<file path="config.mk">
export PLATFORM = sky130hd
export DESIGN_NAME = icon_counter_object
export DESIGN_NICKNAME = d
export VERILOG_FILES = /design/src/rtl/icon_counter_object.sv
export SDC_FILE = /design/constraint.sdc
export NUM_CORES = 1
export LEC_CHECK = 0
export CAP_MARGIN = 20
export CORE_MARGIN = 8
export CORE_UTILIZATION = 30
export DETAILED_ROUTE_END_ITERATION = 7
export SLEW_MARGIN = 15
export SYNTH_ARGS = -nofsm -noshare
export SYNTH_HDL_FRONTEND = slang
export SYNTH_SLANG_ARGS = --single-unit
export TNS_END_PERCENT = 1
</file>
<file path="constraint.sdc">
create_clock -name clk -period 5.35 [get_ports clk]
set_input_delay 1.07 -clock clk [delete_from_list [all_inputs] [get_ports clk]]
set_output_delay 1.07 -clock clk [all_outputs]
set_load 0.005 [all_outputs]
</file>
<file path="src/rtl/icon_counter_object.sv">
// HUD row of up to MAX_ICONS icon slots showing an internally held saturating count,
// with a blink on the slot that changed. Outputs are registered one clock after the pixel.
module icon_counter_object #(
    parameter int         TOP_X        = 548,
    parameter int         TOP_Y        = 30,
    parameter int         ICON_W       = 16,
    parameter int         ICON_H       = 16,
    parameter int         ICON_GAP     = 4,
    parameter int         MAX_ICONS    = 4,
    parameter int         INIT_COUNT   = 0,
    parameter int         BLINK_FRAMES = 30,
    parameter int         BLINK_HALF   = 4,
    parameter logic [7:0] OBJECT_COLOR = 8'h5b
) (
    input  logic        clk,
    input  logic        resetN,
    input  logic [10:0] pixelX,
    input  logic [10:0] pixelY,
    input  logic        startOfFrame,
    input  logic        inc,
    input  logic        dec,
    input  logic        load,
    input  logic [4:0]  load_value,
    output logic [4:0]  count,
    output logic        full,
    output logic        empty,
    output logic [10:0] offsetX,
    output logic [10:0] offsetY,
    output logic [3:0]  iconIndex,
    output logic        drawingRequest,
    output logic [7:0]  RGBout
);

    localparam int         PITCH = ICON_W + ICON_GAP;
    localparam logic [4:0] MAX_C = 5'(MAX_ICONS);

    typedef enum logic [1:0] {IDLE, BLINK_UP, BLINK_DOWN} state_t;

    state_t      state;
    logic [15:0] frames_left;
    logic [15:0] half_cnt;
    logic        phase;
    logic [3:0]  blink_idx;

    logic inc_ok;
    logic dec_ok;

    assign inc_ok = inc && !dec && (count < MAX_C);
    assign dec_ok = dec && !inc && (count != 5'd0);
    assign full   = (count == MAX_C);
    assign empty  = (count == 5'd0);

    always_ff @(posedge clk) begin
        if (resetN) begin
            count       <= 5'(INIT_COUNT);
            state       <= IDLE;
            frames_left <= '0;
            half_cnt    <= '0;
            phase       <= 1'b0;
            blink_idx   <= '0;
        end else if (load) begin
            count       <= (load_value > MAX_C) ? MAX_C : load_value;
            state       <= IDLE;
            frames_left <= '0;
            half_cnt    <= '0;
            phase       <= 1'b0;
        end else if (inc_ok) begin
            count       <= count + 5'd1;
            state       <= BLINK_UP;
            blink_idx   <= count[3:0];
            frames_left <= 16'(BLINK_FRAMES);
            half_cnt    <= '0;
            phase       <= 1'b0;
        end else if (dec_ok) begin
            count       <= count - 5'd1;
            state       <= BLINK_DOWN;
            blink_idx   <= 4'(count - 5'd1);
            frames_left <= 16'(BLINK_FRAMES);
            half_cnt    <= '0;
            phase       <= 1'b0;
        end else if (state != IDLE && startOfFrame) begin
            frames_left <= frames_left - 16'd1;
            if (frames_left == 16'd1)
                state <= IDLE;
            if (half_cnt == 16'(BLINK_HALF - 1)) begin
                half_cnt <= '0;
                phase    <= ~phase;
            end else begin
                half_cnt <= half_cnt + 16'd1;
            end
        end
    end

    // Slots are disjoint, so at most one hit bit is set; boundaries are elaboration constants.
    logic [11:0]          px12;
    logic [11:0]          py12;
    logic                 y_in;
    logic [MAX_ICONS-1:0] hit;
    logic [10:0]          slot_left [MAX_ICONS];

    assign px12 = {1'b0, pixelX};
    assign py12 = {1'b0, pixelY};
    assign y_in = (py12 >= 12'(TOP_Y)) && (py12 < 12'(TOP_Y + ICON_H));

    for (genvar gi = 0; gi < MAX_ICONS; gi++) begin : g_slot
        localparam int LO = TOP_X + gi * PITCH;
        if (LO < 2048) begin : g_on
            assign hit[gi]       = y_in && (px12 >= 12'(LO)) && (px12 < 12'(LO + ICON_W));
            assign slot_left[gi] = 11'(LO);
        end else begin : g_off
            assign hit[gi]       = 1'b0;
            assign slot_left[gi] = '0;
        end
    end

    logic        hit_any;
    logic [3:0]  hit_idx;
    logic [10:0] hit_left;
    logic        vis;

    always_comb begin
        hit_any  = 1'b0;
        hit_idx  = '0;
        hit_left = '0;
        for (int i = 0; i < MAX_ICONS; i++) begin
            if (hit[i]) begin
                hit_any  = 1'b1;
                hit_idx  = 4'(i);
                hit_left = slot_left[i];
            end
        end
        vis = hit_any && ({1'b0, hit_idx} < count);
        // Phase 0 inverts the changed slot: a new icon starts hidden, a removed one lingers.
        if (hit_any && hit_idx == blink_idx && !phase) begin
            if (state == BLINK_UP)
                vis = 1'b0;
            else if (state == BLINK_DOWN)
                vis = 1'b1;
        end
    end

    always_ff @(posedge clk) begin
        if (resetN || !vis) begin
            drawingRequest <= 1'b0;
            RGBout         <= 8'hFF;
            offsetX        <= '0;
            offsetY        <= '0;
            iconIndex      <= '0;
        end else begin
            drawingRequest <= 1'b1;
            RGBout         <= OBJECT_COLOR;
            offsetX        <= pixelX - hit_left;
            offsetY        <= pixelY - 11'(TOP_Y);
            iconIndex      <= hit_idx;
        end
    end

endmodule

</file>
After elaboration in Yosys (flattened, before gate mapping):

Index checks and enable logic that the tools add are counted.
Widths: inputs -> output; s select.

* add/subtract/negate cells: 6
* multiply operators: 0
* divide/modulo/power cells: 0
* $lt $le $gt $ge: 13
* eq/ne operators: 6
* shift operators: 0
* multiplexer cells: 30
* bitwise operators: 2
* reduce and logical (&&, ||, !) cells: 38

Operators with widths (count)
* $ge 11x10->1 const B: 4
* $lt 11x10->1 const B: 4
* $mux 5: 7
* $mux 11: 3
* $logic_and 1x1->1: 17
* $add 16x1->16 const B: 1
* $eq 16x1->1 const B: 1
* $eq 16x2->1 const B: 1
* $mux 16: 1
* $mux 4: 4
* $sub 16x1->16 const B: 1
* $ge 11x5->1 const B: 1
* $lt 11x6->1 const B: 1
* $sub 11x11->11: 1
* $sub 11x5->11 const B: 1
* $mux 1: 10
* $mux 10: 1
* $reduce_bool 3->1: 3
* $mux 8: 1
* $reduce_and 2->1: 4
* $reduce_bool 2->1: 4
* $mux 2: 3
* $add 5x1->5 const B: 1
* $eq 5x3->1 const B: 1
* other kinds (15): 19

* bits in registers: 79
* bits in latches: 0
* memory bits (writable): 0
* ROM bits: 0
* input bits: 33
* output and inout bits: 42
* word-level logic and storage cells: 108
* memories kept: 0

Longest topological paths before layout:

* depth in word-level cells: 15
* mapped depth: 15
* depth with buffers taken out: 15

Worst setup path after synthesis:

No wires, ideal clock.

* path kind: input -> register
* from: input pixelY[6]
* to: register offsetX[10]
* arrival: 4100 ps
* data required time: 5231 ps
* setup slack: 1131 ps
* stages: 13
* path buffers: 0
* cells stage by stage: or4_4 > or4b_4 > nand2b_1 > o31ai_1 > ha_1 > inv_1 > fa_1 > a21o_1 > a21oi_1 > nand3_1 > a21oi_1 > xnor2_1 > a21oi_2

* word-level cells in the longest chain between the ends: 14
* elaborated cells on any way between the ends: 33
* classes of those cells: 1 x add/sub; 3 x order compare; 1 x eq/ne; 14 x mux; 14 x reduce/logical

RTL lines
* start: declaration: line 18 `input logic [10:0] pixelY,`
* $ge 11x5->1 or $lt 11x6->1 (tied branches): line 103 `assign y_in = (py12 >= 12'(TOP_Y)) && (py12 < 12'(TOP_Y + ICON_H));`
* $logic_and 1x1->1 *: line 103
* $logic_and 1x1->1 (2 in series): line 108 `assign hit[gi] = y_in && (px12 >= 12'(LO)) && (px12 < 12'(LO + ICON_W));`
* $mux 1: line 126 `if (hit[i]) begin`
* $mux 4 or $mux 1 (tied branches) (2 in series): line 126
* $lt 4x5->1 or $mux 1 (tied branches): line 132, 126
* $logic_and 1x1->1: line 132 `vis = hit_any && ({1'b0, hit_idx} < count);`
* $mux 1: line 137 `else if (state == BLINK_DOWN)`
* $mux 1: line 135 `if (state == BLINK_UP)`
* $mux 1: line 134 `if (hit_any && hit_idx == blink_idx && !phase) begin`
* $logic_not 1->1: line 143 `if (resetN || !vis) begin`
* $logic_or 1x1->1: line 143
* end signal: assignment: line 152 `offsetX <= pixelX - hit_left;`
* end: declaration: line 27 `output logic [10:0] offsetX,`

Mark *: on every way between the ends. The rest lies on a longest branch, timed or not.
A chain may end at the register's enable or synchronous reset.

Worst setup path in the final report:

* from: input pixelX[10]
* to: register offsetX[10]

* word-level cells in the longest chain between the ends: 13
* elaborated cells on any way between the ends: 38
* classes of those cells: 1 x add/sub; 9 x order compare; 1 x eq/ne; 14 x mux; 13 x reduce/logical

RTL lines
* start: declaration: line 17 `input logic [10:0] pixelX,`
* $ge 11x10->1: line 108
* $logic_and 1x1->1 (2 in series): line 108
* $mux 1: line 126
* $mux 4 or $mux 1 (tied branches) (2 in series): line 126
* $lt 4x5->1 or $mux 1 (tied branches): line 132, 126
* $logic_and 1x1->1: line 132
* $mux 1: line 137
* $mux 1: line 135
* $mux 1: line 134
* $logic_not 1->1: line 143
* $logic_or 1x1->1: line 143

Parallel ways exist; a longest one is shown, timed or not.

==> results_dict.tcl <==
set metrics [dict create \
    status "finished clean" \
    synth-adder-area-share 0.04683 \
    reg2reg_from "count[0]" \
    synth_seq_cells 70 \
    io_pins 75 \
    finalCriticalPeriod_ns 4.701 \
    grt_antenna_before_repair 0 \
    critical_path_class "input pin to register" \
    synth-simple-area-share 0.2328 \
    synth_top_cells_by_count "dfxtp_1, nor2_1, nand2_1, xor2_1, a21oi_1" \
    grt_max_degree 24 \
    routabilityCongestion 0.7910 \
    diodes 0 \
    p_leak_nw 1.651 \
    grt_first_pass_wirelength_mm 14.76 \
    fin_area_um2 4746 \
    worstSetupStartpointType "input pin" \
    wl_per_cell_um 14.09 \
    synth_top_family_by_area "simple AND/OR/NAND/NOR gates" \
    clock-sinks 70 \
    cts_tree "yes" \
    core_area_um2 11910 \
    cts_buffers 9 \
    track_usage 0.1138 \
    crit_fanout 6 \
    netlist_instances 411 \
    drc 0 \
    synth_ff_type "dfxtp_1" \
    clock-skew-final_ns 0.006438 \
    setup_tns_ns 0 \
    synth_xor_area_frac 0.1061 \
    drt-total-wl_mm 8.818 \
    start_util 0.3050 \
    clk_pin_slew_ns 0.06 \
    p_per_area_nw_per_um2 299.3 \
    r2r_setup_slack_ns 2.31 \
    num_vias 3062 \
    overflow 0 \
    setup_viol 0 \
    synth-compound-area-share 0.1691 \
    grt_pass1_vias 2985 \
    postCtsResizedCells 0 \
    syn_area_um2 3633 \
    reg2reg_to "half_cnt[13]" \
    cp.arrival_ns 4.90 \
    crit_required_ns 5.55 \
    layout-drive-gt1-share 0.1044 \
    ir_drop_mv 0.1789 \
    antenna_left 0 \
    root_buffer "clkbuf_16" \
    hold_class "register to register" \
    drt-pass1-iter-count 4 \
    post_drt_via_cell_ratio 4.891 \
    synth_largest_area_cell "dfxtp_1" \
    fin_crit_sh 0.8786 \
    fmaxAchievable_mhz 212.7 \
    ys_seq_area_frac 0.3857 \
    final_nets 520 \
    syn_area_per_cell_um2 8.841 \
    critPathCapture "offsetX[10]" \
    worstSetupStartpoint "pixelX[10]" \
    yosysWarnings 0 \
    ys_top_cells_by_area "dfxtp_1, xor2_1, xnor2_1, nor2_1, ha_1" \
    slew_headroom 0.4434 \
    die_area_um2 15890 \
    clk_latency_ns 0.33 \
    synth_edf_count 0 \
    slew_violations 0 \
    syn_to_final_growth_pct 30.61 \
    muxShareOfSynthArea 0.002755 \
    worstHoldStart "blink_idx[3]" \
    cts_max_level 3 \
    fp.dieW_um 126.1 \
    fillers 1212 \
    yosysMostFrequentCell "dfxtp_1" \
    maxCapViolCount 0 \
    fp.dieH_um 126.1 \
    rr_worst_depth 7 \
    clockBufferDepth 2 \
    worst_pin_slew_ns 0.8332 \
    cts_setup_buffers 0 \
    drt_iter0_markers 227 \
    rows 40 \
    endpoint_kind "register" \
    place_area_um2 4375 \
    io_buffers 67 \
    synth-async-reset-ratio 0 \
    hpwlAfterDp_mm 6.526 \
    synth_top_area_frac 0.3857 \
    hold_viol_final 0 \
    rsz0062_at_grt "false" \
    synth_cell_types 62 \
    cts_hold_buf 0 \
]
[stage by stage]
stage | power (mW) | hold slack, ns | worst slack, ns | std cells | util
after detailed placement | 0.6879 | 0.4632 | 0.3946 | 610 | 0.3673
after floorplan | 0.6331 | 0.4436 | 1.131 | 419 | -
final | 1.420 | 0.4726 | 0.6493 | 626 | 0.3984
after global routing | 1.481 | 0.4970 | 0.4342 | 626 | 0.3984
after global placement | 0.6870 | 0.4534 | 0.4977 | 610 | 0.3673
after CTS | 1.439 | 0.4739 | 0.6956 | 626 | 0.3984
[routing by layer]
layer  share of wire  vias to the layer above  GRT usage
met5               0                        -          0
met4           0.013                        0    0.04034
met3           0.068                       11    0.03882
met2            0.45                       96     0.1812
met1            0.46                     1407     0.1397
li1                -                     1548          -
[kinds of logic after synthesis]
family          count (synthesis)
other cells                     2
xor+xnor                       44
compound gates                 83
simple gates                  162
buf+inv                        36
flops                          70
fa+ha+maj                      13
mux                             1
[flip-flops by register name (all words and copies together), names as in the netlist]
name            cells
offsetY            11
drawingRequest      1
blink_idx           4
count               5
RGBout              1
half_cnt           16
offsetX            11
phase               1
state               2
frames_left        16
iconIndex           2
[cell usage in the layout (no fill, tap or decap), types with 2 or more instances in the layout]
master	Yosys	final
nor4b_1	2	2
clkdlybuf4s50_1	0	67
nand2_1	31	31
a21oi_2	11	11
inv_1	10	10
a21boi_2	6	6
dfxtp_1	70	70
nor2_1	46	46
a211oi_1	3	3
nand4_1	5	5
ha_1	12	12
and2_1	2	2
o41ai_1	2	2
nor3_1	18	18
xnor2_1	21	21
nor2b_1	6	6
bufinv_16	0	4
and3_1	5	5
clkbuf_16	0	9
buf_4	9	2
a31oi_1	5	5
conb_1	2	10
nand2b_1	5	5
or4_1	3	3
nor3b_1	3	3
a21oi_1	22	22
o31ai_1	2	2
o31a_1	2	2
a22oi_2	2	2
o21a_1	3	3
a21o_1	2	2
nor4_1	6	6
nand3_1	12	12
o21ai_0	13	13
or3_1	5	5
xor2_1	23	23
[worst min-delay path by stage]
stage	endpoint	slack, ns	depth (start not counted)
after floorplan	blink_idx[2]	0.44	2
after CTS	blink_idx[3]	0.47	2
after global placement	half_cnt[1]	0.45	2
after global routing	blink_idx[3]	0.50	2
after detailed placement	blink_idx[3]	0.46	2
final	blink_idx[3]	0.47	2
[power by group]
| group | switching, mW | internal (mW) | leakage [nW] |
|---|---|---|---|
| Combinational | 0.0730 | 0.0661 | 0.908 |
| Sequential | 0.00852 | 0.530 | 0.566 |
| Clock | 0.238 | 0.505 | 0.176 |
[critical path, cell delays in order]
cell and delay, ns:
clkdlybuf4s50_1 0.55, nor4b_2 0.53, or4b_4 0.57, nand2b_1 0.22, o31ai_1 0.29, ha_1 0.22, inv_1 0.06, fa_1 0.40
a21o_1 0.18, a21oi_1 0.25, nand3_1 0.16, a21oi_1 0.21, xnor2_1 0.15, a21oi_2 0.04
[area by class of cell]
class | count | area [um^2] | area share
Sequential cell | 70 | 1401 | 0.2953
Multi-Input combinational cell | 313 | 2063 | 0.4347
Clock inverter | 7 | 145.1 | 0.03058
Inverter | 11 | 41.29 | 0.008700
Clock buffer | 9 | 225.2 | 0.04746
Tap cell | 147 | 183.9 | 0.03876
Timing Repair Buffer | 69 | 685.7 | 0.1445
Power figures use the tool's default switching activity.
